### config.mk
export PLATFORM = sky130hd
export DESIGN_NAME = cond_unit_flat
export DESIGN_NICKNAME = d
export VERILOG_FILES = /design/src/rtl/cond_unit_if.sv /design/src/rtl/cond_unit.sv /design/src/flat_wrapper.sv
export SDC_FILE = /design/constraint.sdc
export NUM_CORES = 1
export LEC_CHECK = 0
export CAP_MARGIN = 20
export CORE_MARGIN = 4
export CORE_UTILIZATION = 45
export CTS_CLUSTER_DIAMETER = 60
export DETAILED_ROUTE_END_ITERATION = 10
export GPL_TIMING_DRIVEN = 0
export PLACE_DENSITY_LB_ADDON = 0.15
export SLEW_MARGIN = 20
export SYNTH_ARGS = -nofsm -noshare
export SYNTH_HDL_FRONTEND = slang
export SYNTH_SLANG_ARGS = --single-unit
### constraint.sdc
create_clock -name clk -period 7.3 [get_ports clk]
set_input_delay 1.46 -clock clk [delete_from_list [all_inputs] [get_ports clk]]
set_output_delay 1.46 -clock clk [all_outputs]
set_load 0.03 [all_outputs]
### src/rtl/cond_unit_if.sv
// Instruction/result handshake bundle between decode/ALU, the condition unit and writeback.
// The master side presents instructions and accepts results; the slave side is the unit.
interface cond_unit_if #(
  parameter int CNT_W = 16
);
  logic             in_valid;
  logic             in_ready;
  logic [3:0]       Cond;
  logic [3:0]       ALUFlags;
  logic [1:0]       FlagW;
  logic             PCS;
  logic             RegW;
  logic             MemW;
  logic             NoWrite;
  logic             out_valid;
  logic             out_ready;
  logic             PCSrc;
  logic             RegWrite;
  logic             MemWrite;
  logic             CondEx;
  logic [3:0]       Flags;
  logic             cnt_clr;
  logic [CNT_W-1:0] SquashCount;

  modport master (
    output in_valid, Cond, ALUFlags, FlagW, PCS, RegW, MemW, NoWrite, out_ready, cnt_clr,
    input  in_ready, out_valid, PCSrc, RegWrite, MemWrite, CondEx, Flags, SquashCount
  );

  modport slave (
    input  in_valid, Cond, ALUFlags, FlagW, PCS, RegW, MemW, NoWrite, out_ready, cnt_clr,
    output in_ready, out_valid, PCSrc, RegWrite, MemWrite, CondEx, Flags, SquashCount
  );
endinterface

### src/rtl/cond_unit.sv
// Condition/flag unit: holds NZCV, evaluates the condition field against the stored flags
// and gates PC/register/memory writes behind a one-entry registered output stage.
module cond_unit #(
  parameter int CNT_W = 16
) (
  input  logic      clk,
  input  logic      reset,
  cond_unit_if.slave bus
);

  localparam logic [CNT_W-1:0] CNT_MAX = {CNT_W{1'b1}};

  logic [3:0]       flags_reg;
  logic [3:0]       flags_next;
  logic             out_valid_reg;
  logic             pcsrc_reg;
  logic             regwrite_reg;
  logic             memwrite_reg;
  logic             condex_reg;
  logic [CNT_W-1:0] squash_cnt_reg;
  logic [CNT_W-1:0] squash_cnt_next;

  logic             in_ready;
  logic             accept;
  logic             cond_pass;
  logic             flag_n;
  logic             flag_z;
  logic             flag_c;
  logic             flag_v;

  assign flag_n = flags_reg[3];
  assign flag_z = flags_reg[2];
  assign flag_c = flags_reg[1];
  assign flag_v = flags_reg[0];

  assign in_ready = ~out_valid_reg | bus.out_ready;
  assign accept   = bus.in_valid & in_ready;

  // Evaluated against the stored flags so back-to-back instructions see prior updates.
  always_comb begin
    cond_pass = 1'b0;
    case (bus.Cond)
      4'b0000: cond_pass = flag_z;
      4'b0001: cond_pass = ~flag_z;
      4'b0010: cond_pass = flag_c;
      4'b0011: cond_pass = ~flag_c;
      4'b0100: cond_pass = flag_n;
      4'b0101: cond_pass = ~flag_n;
      4'b0110: cond_pass = flag_v;
      4'b0111: cond_pass = ~flag_v;
      4'b1000: cond_pass = flag_c & ~flag_z;
      4'b1001: cond_pass = ~flag_c | flag_z;
      4'b1010: cond_pass = (flag_n == flag_v);
      4'b1011: cond_pass = (flag_n != flag_v);
      4'b1100: cond_pass = ~flag_z & (flag_n == flag_v);
      4'b1101: cond_pass = flag_z | (flag_n != flag_v);
      4'b1110: cond_pass = 1'b1;
      default: cond_pass = 1'b0;
    endcase
  end

  // FlagW[1] covers N,Z (bits 3:2); FlagW[0] covers C,V (bits 1:0).
  generate
    for (genvar gi = 0; gi < 4; gi++) begin : g_flag
      assign flags_next[gi] = (accept & cond_pass & bus.FlagW[gi/2]) ?
                              bus.ALUFlags[gi] : flags_reg[gi];
    end
  endgenerate

  always_comb begin
    squash_cnt_next = squash_cnt_reg;
    if (bus.cnt_clr)
      squash_cnt_next = '0;
    else if (accept & ~cond_pass & (squash_cnt_reg != CNT_MAX))
      squash_cnt_next = squash_cnt_reg + 1'b1;
  end

  always_ff @(posedge clk or posedge reset) begin
    if (reset) begin
      flags_reg      <= 4'b0000;
      squash_cnt_reg <= '0;
    end else begin
      flags_reg      <= flags_next;
      squash_cnt_reg <= squash_cnt_next;
    end
  end

  // A drain alone only clears valid; the gated outputs keep their last values.
  always_ff @(posedge clk or posedge reset) begin
    if (reset) begin
      out_valid_reg <= 1'b0;
      pcsrc_reg     <= 1'b0;
      regwrite_reg  <= 1'b0;
      memwrite_reg  <= 1'b0;
      condex_reg    <= 1'b0;
    end else if (accept) begin
      out_valid_reg <= 1'b1;
      condex_reg    <= cond_pass;
      pcsrc_reg     <= bus.PCS & cond_pass;
      regwrite_reg  <= bus.RegW & ~bus.NoWrite & cond_pass;
      memwrite_reg  <= bus.MemW & cond_pass;
    end else if (bus.out_ready) begin
      out_valid_reg <= 1'b0;
    end
  end

  assign bus.in_ready    = in_ready;
  assign bus.out_valid   = out_valid_reg;
  assign bus.PCSrc       = pcsrc_reg;
  assign bus.RegWrite    = regwrite_reg;
  assign bus.MemWrite    = memwrite_reg;
  assign bus.CondEx      = condex_reg;
  assign bus.Flags       = flags_reg;
  assign bus.SquashCount = squash_cnt_reg;

endmodule

### src/flat_wrapper.sv
// flat-port wrapper written by rule: the top's interface ports become plain ports
module cond_unit_flat 
#(
  parameter int CNT_W = 16
)
  (clk, reset, bus_in_valid, bus_Cond, bus_ALUFlags, bus_FlagW, bus_PCS, bus_RegW, bus_MemW, bus_NoWrite, bus_out_ready, bus_cnt_clr, bus_in_ready, bus_out_valid, bus_PCSrc, bus_RegWrite, bus_MemWrite, bus_CondEx, bus_Flags, bus_SquashCount);
  cond_unit_if #(.CNT_W(CNT_W)) bus_i ();
  input  logic clk;
  input  logic reset;
  input wire logic [$bits(bus_i.in_valid)-1:0] bus_in_valid;
  input wire logic [$bits(bus_i.Cond)-1:0] bus_Cond;
  input wire logic [$bits(bus_i.ALUFlags)-1:0] bus_ALUFlags;
  input wire logic [$bits(bus_i.FlagW)-1:0] bus_FlagW;
  input wire logic [$bits(bus_i.PCS)-1:0] bus_PCS;
  input wire logic [$bits(bus_i.RegW)-1:0] bus_RegW;
  input wire logic [$bits(bus_i.MemW)-1:0] bus_MemW;
  input wire logic [$bits(bus_i.NoWrite)-1:0] bus_NoWrite;
  input wire logic [$bits(bus_i.out_ready)-1:0] bus_out_ready;
  input wire logic [$bits(bus_i.cnt_clr)-1:0] bus_cnt_clr;
  output wire logic [$bits(bus_i.in_ready)-1:0] bus_in_ready;
  output wire logic [$bits(bus_i.out_valid)-1:0] bus_out_valid;
  output wire logic [$bits(bus_i.PCSrc)-1:0] bus_PCSrc;
  output wire logic [$bits(bus_i.RegWrite)-1:0] bus_RegWrite;
  output wire logic [$bits(bus_i.MemWrite)-1:0] bus_MemWrite;
  output wire logic [$bits(bus_i.CondEx)-1:0] bus_CondEx;
  output wire logic [$bits(bus_i.Flags)-1:0] bus_Flags;
  output wire logic [$bits(bus_i.SquashCount)-1:0] bus_SquashCount;
  assign bus_i.in_valid = bus_in_valid;
  assign bus_i.Cond = bus_Cond;
  assign bus_i.ALUFlags = bus_ALUFlags;
  assign bus_i.FlagW = bus_FlagW;
  assign bus_i.PCS = bus_PCS;
  assign bus_i.RegW = bus_RegW;
  assign bus_i.MemW = bus_MemW;
  assign bus_i.NoWrite = bus_NoWrite;
  assign bus_i.out_ready = bus_out_ready;
  assign bus_i.cnt_clr = bus_cnt_clr;
  assign bus_in_ready = bus_i.in_ready;
  assign bus_out_valid = bus_i.out_valid;
  assign bus_PCSrc = bus_i.PCSrc;
  assign bus_RegWrite = bus_i.RegWrite;
  assign bus_MemWrite = bus_i.MemWrite;
  assign bus_CondEx = bus_i.CondEx;
  assign bus_Flags = bus_i.Flags;
  assign bus_SquashCount = bus_i.SquashCount;
  cond_unit #(.CNT_W(CNT_W)) u_core (.clk(clk), .reset(reset), .bus(bus_i));
endmodule
==> flow_summary.json <==
{
  "ys.flop_type": "dfrtp_1",
  "antennaDiodeCount": 0,
  "path_max_fanout": 5,
  "clockPowerShare_pct": 14.4,
  "synth-edff-count": 0,
  "post_drt_via_cell_ratio": 5.47,
  "grt_max_degree": 26,
  "static-leakage-power_nw": 0.759,
  "grt_overflow": 0,
  "hold_class": "reg -> reg",
  "outcome": "finished, final reports clean",
  "register_area_um2": 626,
  "cts_setup_buffers": 0,
  "cts_root_buffer": "clkbuf_4",
  "p_seq_share_pct": 43.3,
  "synth_top_area_share_pct": 43.6,
  "cts_buffers": 3,
  "htreeDepth": 1,
  "multiInputGateArea_um2": 733,
  "synthDistinctLibCells": 43,
  "hold_viol": 0,
  "largest_reg_flops": 16,
  "gp_congestion": 0.807,
  "swShare_pct": 37.9,
  "finalSetupViolations": 0,
  "yosysMostFrequentCell": "dfrtp_1",
  "avgSynthCellArea_um2": 9.15,
  "die_y_um": 64.5,
  "die_w_um": 64.5,
  "drc": 0,
  "rows": 20,
  "grt_pass1_vias": 1357,
  "core_mm2": 0.00305,
  "clk_latency_ns": 0.31,
  "rsz0062_at_grt": "false",
  "ys_seq_area_share_pct": 43.6,
  "drive_gt1_share_pct": 8.87,
  "tns_ns": 0,
  "critPathCaptureType": "output pin",
  "ys_top_cells_by_count": "dfrtp_1 (25), o21ai_0 (16), a21oi_1 (13)",
  "cts_buffer_depth": 2,
  "dr.pass1.iters": 4,
  "drt-total-wl_um": 3370,
  "num-fill-cells": 285,
  "netlist_instances": 157,
  "ir_drop_mv": 0.114,
  "fmax_mhz": 235,
  "synth_top_cells_by_area": "dfrtp_1 (44%), o21ai_0 (5.6%), or3_1 (5.2%)",
  "wl_per_cell_um": 13.6,
  "syn_nets": 177,
  "track_usage_pct": 17.4,
  "drv_cap": 0,
  "synth-async-reset-ratio_pct": 100,
  "nets": 224,
  "post-route-period-util_pct": 58.2,
  "cts_tree": "yes",
  "dp_hpwl_um": 2500,
  "synth-seq-cells": 25,
  "ant_nets": 0,
  "crit_type": "in -> out",
  "p_switching_uw": 156,
  "finalPower_uw": 413,
  "worst_pin_slew_ns": 0.939,
  "area_growth_pct": 35.0,
  "arrival_ns": 2.79,
  "portBuffers": 42,
  "skew_ns": 0.00187,
  "cp-start-kind": "input port",
  "timing.slew.headroom_pct": 37.4,
  "comb_power_share_pct": 42.3,
  "ctsHoldBuffers": 0,
  "grt_pass1_wl_um": 5950,
  "synth_area_mm2": 0.00144,
  "p_per_area_mw_per_mm2": 213,
  "yosys_warnings": 0,
  "path_clk_slew_ns": 0.13,
  "required_ns": 5.84,
  "antenna_found_initial": 0,
  "period_minus_slack_ns": 4.25,
  "ios": 45,
  "start_util_pct": 47.0,
  "intPower_uw": 256,
  "fp.dieArea_mm2": 0.00416,
  "yosysTopAreaCell": "dfrtp_1",
  "vias": 1350,
  "drv_slew": 0,
  "cts_sinks": 25,
  "ctsResizeCount": 0,
  "drt_iter0_drc": 121
}
## path summary, 6_finish.rpt
path | start | end | slack, ns | cells past startpoint
setup / recovery | bus_out_ready | bus_in_ready | 3.05 | 3
max in group asynchronous | reset | u_core.bus.SquashCount[13] | 5.09 | 2
hold reg to reg | u_core.bus.RegWrite | u_core.bus.RegWrite | 0.50 | 2
min in group asynchronous | reset | u_core.bus.out_valid | 1.64 | 2
setup reg to reg | u_core.bus.Flags[3] | u_core.bus.SquashCount[4] | 4.59 | 9
hold / removal | u_core.bus.RegWrite | u_core.bus.RegWrite | 0.50 | 2
## power by group through the flow
stage               registers [mW]  clock network [mW]  logic [mW]
CTS                          0.178              0.0621       0.176
global route                 0.183              0.0665       0.188
detailed placement           0.181                   0       0.175
floorplan                    0.215                   0      0.0724
finish                       0.178              0.0594       0.175
global placement             0.179                   0       0.171
## worst max-delay path, stage by stage
cell,delay [ns]
clkdlybuf4s50_1,0.45
nand2b_1,0.17
clkdlybuf4s50_1,0.70
## placed cells by master, fill, tap and decap left out, types with 4 or more instances in the layout
master            n
clkdlybuf4s50_1  42
dfrtp_1          25
o21ai_0          16
a21oi_1          13
or3_1            12
nand2_1           9
nand3_1           9
inv_1             8
nor2_1            6
buf_2             5
mux2_2            5
and3_1            4
## through the flow
step           std cells  hold WS [ns]  util [%]  cell area, um^2  setup slack, ns
6_report             247         0.496      63.5             1940             3.05
5_1_grt              247         0.541      63.5             1940             2.98
4_1_cts              247         0.499      63.5             1940             3.04
3_5_place_dp         243         0.468      62.6             1910             3.04
3_3_place_gp         243         0.457      62.6             1910             3.07
2_1_floorplan        157         0.652         -             1440             3.70
## cell families (layout without fill, tap and decap cells)
logic type / after synthesis / after routing / share of synthesized area [%]
mux: 6 / 6 / 4.62
simple gates: 63 / 63 / 26.3
compound gates: 41 / 41 / 16.8
xor+xnor: 4 / 4 / 2.44
fa+ha+maj: 1 / 1 / 0.871
flops: 25 / 25 / 43.6
buf+inv: 17 / 63 / 5.40
## layer usage
| metal | share of wire, % | global-route usage [%] | up-vias |
|---|---|---|---|
| met5 | 0 | 0 | - |
| met4 | 0.45 | 3.43 | 0 |
| met3 | 3.3 | 2.08 | 2 |
| met2 | 52 | 32.3 | 22 |
| met1 | 44 | 21.7 | 659 |
| li1 | - | - | 667 |
## layout make-up
type,instances,share of cell area (%)
Buffer,9,2.45
Sequential cell,25,32.3
Tap cell,44,2.84
Clock buffer,3,1.16
Multi-Input combinational cell,115,37.8
Timing Repair Buffer,42,21.7
Clock inverter,1,0.258
Inverter,8,1.55
No activity file was read; power rests on OpenSTA's default activity.
